--- config.mk ---
export PLATFORM = sky130hd
export DESIGN_NAME = result_display_driver_flat
export DESIGN_NICKNAME = d
export VERILOG_FILES = /design/src/rtl/result_display_driver_if.sv /design/src/rtl/result_display_driver.sv /design/src/flat_wrapper.sv
export SDC_FILE = /design/constraint.sdc
export NUM_CORES = 1
export LEC_CHECK = 0
export ABC_AREA = 1
export ABC_CLOCK_PERIOD_IN_PS = 4910
export BUFFER_PORTS_ARGS = -buffer_cell sky130_fd_sc_hd__buf_2
export CAP_MARGIN = 40
export CORE_MARGIN = 8
export CORE_UTILIZATION = 63
export CTS_CLUSTER_DIAMETER = 150
export CTS_CLUSTER_SIZE = 30
export DETAILED_ROUTE_END_ITERATION = 6
export GPL_TIMING_DRIVEN = 0
export PLACE_DENSITY_LB_ADDON = 0.15
export SYNTH_ARGS = -nofsm -noshare
export SYNTH_HDL_FRONTEND = slang
export SYNTH_SLANG_ARGS = --single-unit
--- constraint.sdc ---
create_clock -name clk -period 4.91 [get_ports clk]
set_clock_uncertainty 0.15 [all_clocks]
set_input_delay 0.982 -clock clk [delete_from_list [all_inputs] [get_ports clk]]
set_output_delay 0.982 -clock clk [all_outputs]
set_load 0.02 [all_outputs]
--- src/rtl/result_display_driver_if.sv ---
// Bundles the value/load request and the conversion/display outputs of result_display_driver.
// The master drives the request side; the display driver is the slave.
interface result_display_driver_if;
    logic [7:0]  value;
    logic        load;
    logic        busy;
    logic        done;
    logic [11:0] digits;
    logic [6:0]  seg;
    logic [2:0]  an;

    modport master (output value, load, input busy, done, digits, seg, an);
    modport slave  (input value, load, output busy, done, digits, seg, an);
endinterface

--- src/rtl/result_display_driver.sv ---
// Converts an 8-bit result to BCD with a sequential double-dabble engine and scans it
// onto a 3-digit active-low 7-segment display with leading-zero blanking.
module result_display_driver #(
    parameter int unsigned REFRESH_CYCLES = 50000
) (
    input  logic                   clk,
    input  logic                   reset,
    result_display_driver_if.slave bus
);
    localparam int unsigned CW = $clog2(REFRESH_CYCLES);
    localparam logic [CW-1:0] REFRESH_LAST = CW'(REFRESH_CYCLES - 1);

    typedef enum logic [1:0] {IDLE, SHIFT, DONE} state_t;

    state_t         state, state_next;
    logic [7:0]     shift_reg;
    logic [11:0]    scratch;
    logic [2:0]     iter;
    logic [11:0]    digits;
    logic [11:0]    corrected;
    logic [19:0]    shifted;
    logic [CW-1:0]  refresh_cnt;
    logic [1:0]     scan_idx;
    logic [3:0]     slot_digit;
    logic [2:0]     slot_an;
    logic           slot_blank;
    logic [6:0]     seg_q;
    logic [2:0]     an_q;

    function automatic logic [3:0] add3(input logic [3:0] n);
        return (n >= 4'd5) ? n + 4'd3 : n;
    endfunction

    function automatic logic [6:0] decode(input logic [3:0] d);
        case (d)
            4'd0:    return 7'b1000000;
            4'd1:    return 7'b1111001;
            4'd2:    return 7'b0100100;
            4'd3:    return 7'b0110000;
            4'd4:    return 7'b0011001;
            4'd5:    return 7'b0010010;
            4'd6:    return 7'b0000010;
            4'd7:    return 7'b1111000;
            4'd8:    return 7'b0000000;
            4'd9:    return 7'b0010000;
            default: return 7'b1111111;
        endcase
    endfunction

    assign corrected = {add3(scratch[11:8]), add3(scratch[7:4]), add3(scratch[3:0])};
    assign shifted   = {corrected, shift_reg} << 1;

    always_ff @(posedge clk) begin
        if (reset) state <= IDLE;
        else       state <= state_next;
    end

    always_comb begin
        state_next = state;
        bus.busy   = 1'b0;
        bus.done   = 1'b0;
        case (state)
            IDLE: begin
                if (bus.load) state_next = SHIFT;
            end
            SHIFT: begin
                bus.busy = 1'b1;
                if (iter == 3'd7) state_next = DONE;
            end
            DONE: begin
                bus.busy   = 1'b1;
                bus.done   = 1'b1;
                state_next = IDLE;
            end
            default: state_next = IDLE;
        endcase
    end

    // The final shift result is published the same edge the FSM moves into DONE.
    always_ff @(posedge clk) begin
        if (reset) begin
            shift_reg <= '0;
            scratch   <= '0;
            iter      <= '0;
            digits    <= '0;
        end else begin
            case (state)
                IDLE: begin
                    if (bus.load) begin
                        shift_reg <= bus.value;
                        scratch   <= '0;
                        iter      <= '0;
                    end
                end
                SHIFT: begin
                    scratch   <= shifted[19:8];
                    shift_reg <= shifted[7:0];
                    iter      <= iter + 3'd1;
                    if (iter == 3'd7) digits <= shifted[19:8];
                end
                default: ;
            endcase
        end
    end

    always_ff @(posedge clk) begin
        if (reset) begin
            refresh_cnt <= '0;
            scan_idx    <= 2'd0;
        end else if (refresh_cnt == REFRESH_LAST) begin
            refresh_cnt <= '0;
            scan_idx    <= (scan_idx == 2'd2) ? 2'd0 : scan_idx + 2'd1;
        end else begin
            refresh_cnt <= refresh_cnt + 1'b1;
        end
    end

    // Slot 0 is ones, 1 is tens, 2 is hundreds; the ones digit is never blanked.
    always_comb begin
        slot_digit = digits[3:0];
        slot_an    = 3'b110;
        slot_blank = 1'b0;
        case (scan_idx)
            2'd1: begin
                slot_digit = digits[7:4];
                slot_an    = 3'b101;
                slot_blank = (digits[11:8] == 4'd0) && (digits[7:4] == 4'd0);
            end
            2'd2: begin
                slot_digit = digits[11:8];
                slot_an    = 3'b011;
                slot_blank = (digits[11:8] == 4'd0);
            end
            default: ;
        endcase
    end

    always_ff @(posedge clk) begin
        if (reset) begin
            an_q  <= 3'b110;
            seg_q <= 7'b1000000;
        end else if (slot_blank) begin
            an_q  <= 3'b111;
            seg_q <= 7'b1111111;
        end else begin
            an_q  <= slot_an;
            seg_q <= decode(slot_digit);
        end
    end

    assign bus.digits = digits;
    assign bus.an     = an_q;
    assign bus.seg    = seg_q;
endmodule

--- src/flat_wrapper.sv ---
// flat-port wrapper written by rule: the top's interface ports become plain ports
module result_display_driver_flat 
#(
    parameter int unsigned REFRESH_CYCLES = 50000
)
  (clk, reset, bus_value, bus_load, bus_busy, bus_done, bus_digits, bus_seg, bus_an);
  result_display_driver_if bus_i ();
  input  logic clk;
  input  logic reset;
  input wire logic [$bits(bus_i.value)-1:0] bus_value;
  input wire logic [$bits(bus_i.load)-1:0] bus_load;
  output wire logic [$bits(bus_i.busy)-1:0] bus_busy;
  output wire logic [$bits(bus_i.done)-1:0] bus_done;
  output wire logic [$bits(bus_i.digits)-1:0] bus_digits;
  output wire logic [$bits(bus_i.seg)-1:0] bus_seg;
  output wire logic [$bits(bus_i.an)-1:0] bus_an;
  assign bus_i.value = bus_value;
  assign bus_i.load = bus_load;
  assign bus_busy = bus_i.busy;
  assign bus_done = bus_i.done;
  assign bus_digits = bus_i.digits;
  assign bus_seg = bus_i.seg;
  assign bus_an = bus_i.an;
  result_display_driver #(.REFRESH_CYCLES(REFRESH_CYCLES)) u_core (.clk(clk), .reset(reset), .bus(bus_i));
endmodule
Yosys cells after proc, flatten, opt, wreduce, memory -nomap -nowiden
Memory sizes are Yosys's and may differ from the RTL's.
Cells that the tools add are included.
{"block": "classes", "n_addsub": 6, "n_lt_le_gt_ge": 3, "n_eq_ne": 8, "n_mux": 20, "reduce_logical": 11}
{"operator": "one-hot mux 12 bit (2 select lines)", "count": 1}
{"operator": "adder 16 x 1 -> 16 bit, second input constant", "count": 1}
{"operator": "equality test 16 bit, second input constant", "count": 1}
{"operator": "one-hot mux 8 bit (2 select lines)", "count": 1}
{"operator": ">= comparator 4 x 3 -> 1 bit, second input constant", "count": 3}
{"operator": "2-to-1 mux 12 bit", "count": 1}
{"operator": "one-hot mux 3 bit (2 select lines)", "count": 2}
{"operator": "adder 4 x 2 -> 4 bit, second input constant", "count": 2}
{"operator": "zero test 4 bit", "count": 2}
{"operator": "2-to-1 mux 4 bit", "count": 2}
{"operator": "2-to-1 mux 8 bit", "count": 1}
{"operator": "one-hot mux 4 bit (2 select lines)", "count": 1}
{"operator": "2-to-1 mux 2 bit", "count": 3}
{"operator": "2-to-1 mux 3 bit", "count": 2}
{"operator": "2-to-1 mux 6 bit", "count": 1}
{"operator": "AND reduction 2 bit", "count": 3}
{"operator": "OR reduction 2 bit", "count": 3}
{"operator": "equality test 2 x 1 -> 1 bit, second input constant", "count": 2}
{"operator": "equality test 2 bit, second input constant", "count": 2}
{"operator": "one-hot mux 2 bit (2 select lines)", "count": 1}
{"operator": "adder 3 x 1 -> 3 bit, second input constant", "count": 1}
{"operator": "adder 3 x 2 -> 3 bit, second input constant", "count": 1}
{"operator": "equality test 3 bit, second input constant", "count": 1}
{"operator": "2-to-1 mux 1 bit", "count": 3}
{"operator": "other kinds (7)", "count": 7}
{"block": "word_totals", "regBits": 65, "mem_bits_ro": 112, "out_inout_bits": 24, "memories": 1}
{"name": "(no name shown)", "words": 16, "word_bits": 7, "rd": 1, "rd_ports_with_merged_regs": 0, "wr": 0, "line_no": "result_display_driver.sv:35", "rtl": "case (d)"}

Longest topological paths before layout
{"block": "depth", "word_depth": 4, "depth_mapped": 13}

Worst setup path after synthesis
Ideal clock, no wire load.
{"block": "synth_path", "path_type": "register to register", "start": "register u_core.scan_idx[0]", "end": "register u_core.seg_q[3] (netlist: u_core.bus.seg[3])", "t_arrival_ps": 1676, "required_time_ps": 4632, "path_slack_ps": 2957, "path_stages_with_launch": 12, "synth_period_minus_slack_ps": 1953, "path_cell_list": "dfxtp_1 -> inv_1 -> ha_1 -> inv_1 -> nand2_1 -> nand2_1 -> inv_1 -> ha_1 -> nor2_1 -> nor2_1 -> nor2_1 -> nor2_1"}
{"block": "synth_between", "elab_chain_len": 4, "word_cells_on_any_way": 6}
{"item": "start, declared", "line_no": "result_display_driver.sv:23", "rtl": "logic [1:0] scan_idx;"}
{"item": "start signal, assigned", "line_no": "result_display_driver.sv:112", "rtl": "scan_idx <= (scan_idx == 2'd2) ? 2'd0 : scan_idx + 2'd1;"}
{"item": "equality test 2 bit or equality test 2 x 1 -> 1 bit (tied branches)", "line_no": "result_display_driver.sv:123", "rtl": "case (scan_idx)"}
{"item": "one-hot mux 4 bit (2 select lines)", "line_no": "result_display_driver.sv:123"}
{"item": "memory read (16 x 7 bit)"}
{"item": "2-to-1 mux 6 bit (*)", "line_no": "result_display_driver.sv:142", "rtl": "end else if (slot_blank) begin"}
{"item": "end signal, assigned", "line_no": "result_display_driver.sv:147", "rtl": "seg_q <= decode(slot_digit);"}
{"item": "end, declared", "line_no": "result_display_driver.sv:27", "rtl": "logic [6:0] seg_q;"}
Every way passes the cells marked *; elsewhere a longest branch is shown, timed or not.
A chain may end at the register's enable or synchronous reset.

Worst setup path in the final report
{"block": "layout_path", "start": "register u_core.state[0]", "end": "output bus_busy"}
{"block": "layout_between", "elab_chain_len": 3, "word_cells_on_any_way": 4}
{"item": "start, declared", "line_no": "result_display_driver.sv:15", "rtl": "state_t state, state_next;"}
{"item": "start signal, assigned", "line_no": "result_display_driver.sv:55", "rtl": "else state <= state_next;"}
{"item": "equality test 2 bit or equality test 2 x 1 -> 1 bit (tied branches)", "line_no": "result_display_driver.sv:62", "rtl": "case (state)"}
{"item": "OR reduction 2 bit (no source line) (*)"}
{"item": "2-to-1 mux 1 bit (*)", "line_no": "result_display_driver.sv:62"}
{"item": "end, declared", "line_no": "flat_wrapper.sv:12", "rtl": "output wire logic [$bits(bus_i.busy)-1:0] bus_busy;"}
Marks and branches as above.

==> out/metrics.cfg <==
[layout]
num_antenna_cells = 0
multiInputGateArea_sq_mm = 0.001795
fill_cells = 457
stdcell_count = 617
regArea_sq_mm = 0.001301
nNetsFinal = 572
area_delta_synth_final_pct = 13.89
max_flop_register = u_core.refresh_cnt
drive_gt1_share_pct = 15.96
largest_reg_flops = 16
reg_top3 = u_core.refresh_cnt x16, u_core.bus.digits x12, u_core.scratch x12

[clock_tree]
ctsHoldBuffers = 0
cts_max_path_buffers = 2
cts_buffers = 9
cts_setup_buffers = 0
htreeDepth = 3
post_cts_resized = 0
clk_pin_slew_ns = 0.07
tritoncts = done
cts_sinks = 65
clockRootBuffer = clkbuf_8
clk_latency_ns = 0.34

[synth]
synth_seq_cells = 65
syn_nets = 527
yosysWarnings = 0
yosysTopAreaCell = dfxtp_1
synth_edf_count = 0
synthDominantCellAreaShare_pct = 37.44
synthCells = 495
netlist_area_sq_mm = 0.003476
ys_types = 32
synthArstFlopShare_pct = 0
synthMostInstantiatedCell = nand2_1
synth_area_leaders = dfxtp_1 (37%), nand2_1 (14%), ha_1 (7.6%)
synth_common_cells = nand2_1 (131), inv_1 (69), dfxtp_1 (65), nor2_1 (51), a21oi_1 (35)
seq_area_frac_synth_pct = 37.44
syn_area_per_cell_sq_um = 7.022
synth_ff_type = dfxtp_1

[die]
die_h_microns = 90.28
coreArea_sq_mm = 0.005405
rows = 27
die_area_sq_mm = 0.008150
ios = 35
die_w_microns = 90.28
start_util_pct = 64.31

[global_route]
antenna_found_initial = 0
met3_usage_pct = 6.234
overflow = 0
grt_pass1_vias = 3042
grt_pass1_wl_microns = 13220
grt_max_degree = 11
met1_usage_pct = 20.79
gr-usage-all-layers_pct = 19.21
grt-busiest-layer = met2
grt_use_met2_pct = 34.05

[sta]
rsz0062_at_grt = no
tightestPinTransition_ns = 0.5108
fin_crit_ns = 2.318
clock.fmax_mhz = 431.4
whs_ns = 0.3138
fin_crit_sh_pct = 47.21
relSlewSlack_pct = 65.95
setup_viol = 0
hold_viol_final = 0
layout_setup_ws_ns = 2.592
finalSetupTns_ns = 0
maxSlewViolCount = 0

[power]
p_leak_nw = 1.821
p_per_area_mw_per_mm2 = 298.4
swShare_pct = 24.05
p_switching_mw = 0.2841
power.internal_mw = 0.8973
power_frac_seq_pct = 46.8
ir_worst_vdd_mv = 0.2345
pwr-share-clk_pct = 43.6
p_comb_share_pct = 9.6
power_mw = 1.181

[worst_hold_path]
holdPathStages = 2
hold_path_end = u_core.scratch[11]$_SDFFE_PP0P_
hold_path_class = reg2reg
min-delay-start = u_core.scratch[11]$_SDFFE_PP0P_

[setup_path]
cp_max_fo = 3
r2r_start = u_core.scan_idx[0]$_SDFFE_PP0N_
ff2ff_setup_slack_ns = 2.65
crit_path_start_kind = flip-flop
arrival_ns = 1.19
critical_path_class = reg2out
r2r_end = u_core.bus.seg[3]$_SDFF_PP0_
critPathCaptureType = output port
required_ns = 3.78
r2r_cells = 11

[route]
ant_nets = 0
wire_per_inst_microns = 12.40
vias = 3234
finalWirelength_microns = 7653
dr.pass1.iters = 7
viasPerCell = 5.241
drt_iter0_drc = 186
drc = 0

[placement]
port_buffers = 34
dpl.hpwl_microns = 5591
pre_cts_slack_ns = 2.561
globalplace.congestion = 0.8736
dpl.cell_count = 601

[flow_run]
cap_violations = 0

[status]
status = complete, no violations

==> how the worst max path moves through the flow <==
stage               slack (ns)                       startpoint  cells after the start                                to
global placement          2.64                            reset                      5  u_core.shift_reg[2]$_SDFFE_PP0P_
floorplan                 2.96  u_core.scan_idx[0]$_SDFFE_PP0N_                     11      u_core.bus.seg[3]$_SDFF_PP0_
CTS                       2.58     u_core.state[1]$_SDFFE_PP0P_                      3                          bus_busy
detailed placement        2.56                            reset                      5  u_core.shift_reg[2]$_SDFFE_PP0P_
global route              2.42  u_core.scan_idx[0]$_SDFFE_PP0N_                     13      u_core.bus.seg[5]$_SDFF_PP0_
finish                    2.59     u_core.state[0]$_SDFFE_PP0P_                      3                          bus_busy
==> layout by cell type (no fill, tap or decap), types with 11 or more instances in the layout <==
cell      Yosys  routed
nand3_1      27      27
buf_2         2      36
inv_1        69      69
dfxtp_1      65      65
nor2_1       51      51
a21oi_1      35      35
nand2_1     131     131
o21ai_0      32      32
clkbuf_8      0      11
ha_1         21      21
==> through the flow <==
stage / util (%) / cell area (sq um)
6_report: 73.24 / 3959
5_1_grt: 73.24 / 3959
4_1_cts: 73.24 / 3959
3_5_place_dp: 69.12 / 3736
3_3_place_gp: 69.12 / 3736
2_1_floorplan: - / 3476
==> cell families (layout without fill, tap and decap cells) <==
group	Yosys count	in the layout	synth area share, %
buffers and inverters	86	136	10.91
and+or+nand+nor	245	245	31.75
AOI/OAI and AO/OA	75	75	11.59
xor gates and xnor gates	3	3	0.7561
adders and majority gates	21	21	7.559
DFF	65	65	37.44
==> metal layers <==
metal / vias to the layer above / routed length (microns)
met5: - / 0
met4: 0 / 153
met3: 17 / 362
met2: 68 / 3836
met1: 1504 / 3300
li1: 1645 / -
==> power groups by stage <==
| stage | Clock [mW] | Sequential (mW) | Combinational, mW |
|---|---|---|---|
| floorplan | 0 | 0.562 | 0.0882 |
| global placement | 0 | 0.564 | 0.111 |
| detailed placement | 0 | 0.565 | 0.114 |
| CTS | 0.523 | 0.553 | 0.114 |
| global route | 0.545 | 0.554 | 0.127 |
| finish | 0.516 | 0.553 | 0.113 |
==> worst max-delay path, cell delays in order (launching register included) <==
cell	delay, ns
dfxtp_1	0.34
inv_1	0.07
ha_1	0.28
buf_2	0.16
==> cell type report <==
type / count / area share [%]
clock buffer: 14 / 4.109
inverter: 75 / 7.491
buffer: 11 / 2.086
sequential: 65 / 32.87
multi-input combinational: 344 / 45.35
tap: 72 / 2.276
timing repair buffer: 34 / 4.298
clock inverter: 2 / 1.517
Note: power is estimated with default switching activity, not from simulation.
